===== src/rtl/ram_frame_loader.sv =====
// Serial-to-parallel frame loader feeding the parallel register bank.
// Define RAM_FRAME_LOADER_DBUF_EN for a second fill bank (double buffering).
module ram_frame_loader #(
  parameter  int BIT_SIZE = 16,
  parameter  int RAM_SIZE = 8,
  localparam int CNT_W    = $clog2(RAM_SIZE + 1)
) (
  input  logic                         clk,
  input  logic                         rst,
  input  logic                         clear,
  input  logic                         in_valid,
  input  logic [BIT_SIZE-1:0]          in_data,
  output logic                         in_ready,
  input  logic                         load_ready,
  output logic                         ld,
  output logic [RAM_SIZE*BIT_SIZE-1:0] par_out,
  output logic [CNT_W-1:0]             fill_cnt
);

  localparam int IDX_W = (RAM_SIZE > 1) ? $clog2(RAM_SIZE) : 1;
  localparam int W     = RAM_SIZE * BIT_SIZE;
  localparam logic [IDX_W-1:0] LAST = IDX_W'(RAM_SIZE - 1);

  typedef enum logic {FILL, LOAD} state_t;

  state_t           state;
  logic [IDX_W-1:0] idx;

`ifdef RAM_FRAME_LOADER_DBUF_EN

  // par_out is the presented bank; fill_buf is the bank being filled.
  logic [W-1:0] fill_buf;
  logic [W-1:0] wr_frame;
  logic         b_full;
  logic         accept;
  logic         last;

  assign in_ready = ~clear & ~b_full;
  assign accept   = in_valid & in_ready;
  assign last     = accept & (idx == LAST);

  always_comb begin
    wr_frame = fill_buf;
    for (int unsigned k = 0; k < RAM_SIZE; k++) begin
      if (accept && (IDX_W'(k) == idx)) begin
        wr_frame[k*BIT_SIZE +: BIT_SIZE] = in_data;
      end
    end
  end

  always_ff @(posedge clk or negedge rst) begin
    if (!rst) begin
      state    <= FILL;
      idx      <= '0;
      fill_cnt <= '0;
      par_out  <= '0;
      fill_buf <= '0;
      b_full   <= 1'b0;
      ld       <= 1'b0;
    end else begin
      if (clear) begin
        idx      <= '0;
        fill_cnt <= '0;
      end else if (accept) begin
        fill_buf <= wr_frame;
        if (last) begin
          idx      <= '0;
          fill_cnt <= '0;
        end else begin
          idx      <= idx + IDX_W'(1);
          fill_cnt <= fill_cnt + CNT_W'(1);
        end
      end

      case (state)
        FILL: begin
          if (last) begin
            par_out <= wr_frame;
            state   <= LOAD;
            ld      <= 1'b1;
          end
        end
        LOAD: begin
          // A bank completing on the handshake edge is presented directly.
          if (load_ready) begin
            if (b_full) begin
              par_out <= fill_buf;
              b_full  <= 1'b0;
            end else if (last) begin
              par_out <= wr_frame;
            end else begin
              state <= FILL;
              ld    <= 1'b0;
            end
          end else if (last) begin
            b_full <= 1'b1;
          end
        end
        default: begin
          state <= FILL;
          ld    <= 1'b0;
        end
      endcase
    end
  end

`else

  assign in_ready = (state == FILL) & ~clear;

  always_ff @(posedge clk or negedge rst) begin
    if (!rst) begin
      state    <= FILL;
      idx      <= '0;
      fill_cnt <= '0;
      par_out  <= '0;
      ld       <= 1'b0;
    end else begin
      case (state)
        FILL: begin
          if (clear) begin
            idx      <= '0;
            fill_cnt <= '0;
          end else if (in_valid) begin
            for (int unsigned k = 0; k < RAM_SIZE; k++) begin
              if (IDX_W'(k) == idx) begin
                par_out[k*BIT_SIZE +: BIT_SIZE] <= in_data;
              end
            end
            if (idx == LAST) begin
              idx      <= '0;
              fill_cnt <= '0;
              state    <= LOAD;
              ld       <= 1'b1;
            end else begin
              idx      <= idx + IDX_W'(1);
              fill_cnt <= fill_cnt + CNT_W'(1);
            end
          end
        end
        LOAD: begin
          if (load_ready) begin
            state <= FILL;
            ld    <= 1'b0;
          end
        end
        default: begin
          state <= FILL;
          ld    <= 1'b0;
        end
      endcase
    end
  end

`endif

endmodule

===== config.mk =====
export PLATFORM = sky130hd
export DESIGN_NAME = ram_frame_loader
export DESIGN_NICKNAME = d
export VERILOG_FILES = /design/src/rtl/ram_frame_loader.sv
export SDC_FILE = /design/constraint.sdc
export NUM_CORES = 1
export LEC_CHECK = 0
export ABC_AREA = 0
export BUFFER_PORTS_ARGS = -buffer_cell sky130_fd_sc_hd__buf_4
export CORE_MARGIN = 2
export CORE_UTILIZATION = 50
export CTS_CLUSTER_DIAMETER = 120
export DETAILED_ROUTE_END_ITERATION = 6
export PLACE_DENSITY = 0.79
export SLEW_MARGIN = 10
export SYNTH_ARGS = -nofsm -noshare
export SYNTH_HDL_FRONTEND = slang
export SYNTH_SLANG_ARGS = --single-unit

===== constraint.sdc =====
create_clock -name clk -period 2.2 [get_ports clk]
set_input_delay 0.22 -clock clk [delete_from_list [all_inputs] [get_ports clk]]
set_output_delay 0.22 -clock clk [all_outputs]
set_load 0.01 [all_outputs]

==> flow_summary.yaml <==
grt:
  first_global_vias: 3719
  antenna_found_initial: 0
  track_usage_pct: 23.89
  grt_remaining_overflow: 0
  grt_pass1_wl_mm: 20.75
  grt_max_degree: 50
yosys:
  yosysWarnings: 0
  synth-seq-cells: 137
  syn_inst: 334
  synth_enable_flop_cells: 0
  yosysSeqAreaShare_pct: 63.37
  syn_nets: 362
  syn_avg_cell_area_um2: 16.20
  syn_area_um2: 5410
  async_flop_share_pct: 100.0
  synth_top_flop_cell: "dfrtp_1"
  yosysUniqueCellTypes: 30
die:
  io_pins: 155
  die_y_um: 108.0
  coreArea_um2: 10420
  initial_utilization_pct: 51.94
  die_w_um: 108.0
  row_count: 37
  die_area_um2: 11670
setup_path:
  r2r-start: "idx[0]$_DFFE_PN0P_"
  crit_required_ns: 2.59
  worstSetupPathType: "register to register"
  critical-path-max-stage-delay_ns: 0.42
  crit_path_cell_trace: "ha_1, ha_1, nor3b_2, buf_4, mux2_2"
  r2r_setup_slack_ns: 0.25
  r2r_cells: 5
  crit_family: "adder cells"
  crit_buf_inv: 1
  worstPathMaxFanout: 10
  cp-end-kind: "register"
  crit_path_frequent_cell: "ha_1"
  r2r-end: "par_out[122]$_DFFE_PN0P_"
  slowest_stage: "dfrtp_1"
  cp-start-kind: "register"
  cp.arrival_ns: 2.34
cts:
  cts_max_path_buffers: 2
  path_clk_slew_ns: 0.07
  clk_latency_ns: 0.51
  cts-root-buf: "clkbuf_8"
  cts_buffers: 17
  hold_buffers: 9
  htree_levels: 4
  cts_tree: "built"
  cts_sinks: 137
  postCtsSetupBuffers: 0
  cts_resized: 0
worst_hold_path:
  hold_end: "par_out[2]$_DFFE_PN0P_"
  whs_path_depth: 2
  hp-class: "input port to register"
  hold_path.startpoint: "in_data[2]"
timing:
  layout_min_cycle_time_ns: 1.953
  relSlewSlack_pct: 55.58
  grt_setup_unrepaired: "no"
  tightest_slew_ns: 0.6664
  slew_viol_final: 0
  finalHoldViolCount: 0
  post-route-period-util_pct: 88.75
  finalSetupViolCount: 0
  finalClockSkew_ns: 0.007122
  clock.fmax_ghz: 0.5122
  fin_setup_tns_ns: 0
routing:
  drtIter0Drc: 118
  vias_per_cell: 5.225
  drc: 0
  postRouteAntennaNets: 0
  vias: 3464
  routedWlPerCell_um: 20.32
  totalWireLength_mm: 13.47
  firstDrtPassIters: 4
cells_and_area:
  area_growth_syn_to_layout_pct: 38.76
  layout_commonest_cell: "buf_4"
  nNetsFinal: 542
  final_util_pct: 72.07
  fin_area_um2: 7507
  final_cell_mix: "buf_4, dfrtp_1, mux2_2"
  drive_above_1_share_pct: 59.96
  layoutNonFillerInstCount: 663
  antenna_cells: 0
power:
  cellLeakagePower_nw: 3.880
  p_total_w: 0.007661
  cellPowerDensity_nw_per_um2: 1020
  peakVddDrop_v: 0.0005739
placed_design:
  placed_cells: 622
  gp_congestion: 0.7560
  dpl_cell_area_um2: 6779
  portBuffers: 154
  dpl.hpwl_mm: 9.409
run_status:
  outcome: "completed"
job:
  timing.max_cap.violations: 0
worst register-to-register path: cells and delay by family, from the launching register on:
family,cells,cell delay (ns)
DFF,1,0.42
buffers and inverters,1,0.27
adders and majority gates,2,0.50
and+or+nand+nor,1,0.27
muxes,1,0.37
registers in the layout (all words and copies together) (netlist names):
signal and flops:
par_out 128, fill_cnt 4, idx 3, ld 1, state 1
layout make-up:
| cell class | count | area [um2] |
|---|---|---|
| Clock buffer | 18 | 417.9 |
| Fill cell | 702 | 2909 |
| Sequential cell | 137 | 3428 |
| Inverter | 4 | 15.01 |
| Timing Repair Buffer | 177 | 1401 |
| Multi-Input combinational cell | 177 | 1854 |
| Tap cell | 136 | 170.2 |
| Clock inverter | 14 | 220.2 |
logic make-up (layout without fill, tap and decap cells):
family	count (synthesis)	in the layout	synth area share (%)
flip-flops	137	137	63.37
multiplexers	128	128	27.34
AND/OR/NAND/NOR	26	26	3.400
buffers and inverters	20	213	2.451
AO/OA/AOI/OAI	16	16	1.827
adder cells (fa/ha/maj)	7	7	1.619
cell usage after synthesis (all sizes together), types with 2 or more instances:
master	number	area [um2]
a21oi	2	10.01
clkbuf	2	8.750
nor3b	5	48.80
dfrtp	137	3428
mux2	128	1479
o41ai	2	17.52
and4	2	17.52
inv	4	15.01
buf	14	108.9
ha	7	87.58
nand4	2	25.02
o21ai	8	40.04
nor2	3	13.77
nand3	3	15.01
nand2	6	22.52
a21o	2	15.01
per-layer routing:
layer  GRT usage, %  part of all wire [%]  vias to the layer above
met5              0                     0                        -
met3          7.836                   7.2                       13
met4          7.875                   1.3                        0
met2          39.26                    50                      113
li1               -                     -                     1558
met1          30.09                    42                     1780
power breakdown:
group	total (W)	switching, W	internal (W)
clock	0.00303	0.00107	0.00196
sequential	0.00316	0.000243	0.00292
combinational	0.00147	0.000634	0.000835
how the worst max path moves through the flow:
stage | start | to | slack, ns | cells after the start
2_1_floorplan | idx[0]$_DFFE_PN0P_ | par_out[119]$_DFFE_PN0P_ | 0.46 | 6
3_3_place_gp | idx[1]$_DFFE_PN0P_ | par_out[24]$_DFFE_PN0P_ | 0.38 | 6
3_5_place_dp | idx[0]$_DFFE_PN0P_ | par_out[120]$_DFFE_PN0P_ | 0.28 | 5
4_1_cts | idx[0]$_DFFE_PN0P_ | par_out[122]$_DFFE_PN0P_ | 0.25 | 5
5_1_grt | idx[0]$_DFFE_PN0P_ | par_out[122]$_DFFE_PN0P_ | 0.13 | 5
6_report | idx[0]$_DFFE_PN0P_ | par_out[122]$_DFFE_PN0P_ | 0.25 | 5
stage by stage:
stage / hold slack [ns] / setup slack [ns]
6_report: 0.01713 / 0.2475
5_1_grt: 0.009667 / 0.1259
4_1_cts: 0.002027 / 0.2543
3_5_place_dp: 0.2908 / 0.2807
3_3_place_gp: 0.2826 / 0.3801
2_1_floorplan: -0.07559 / 0.4592
(Power assumes the default switching activity.)
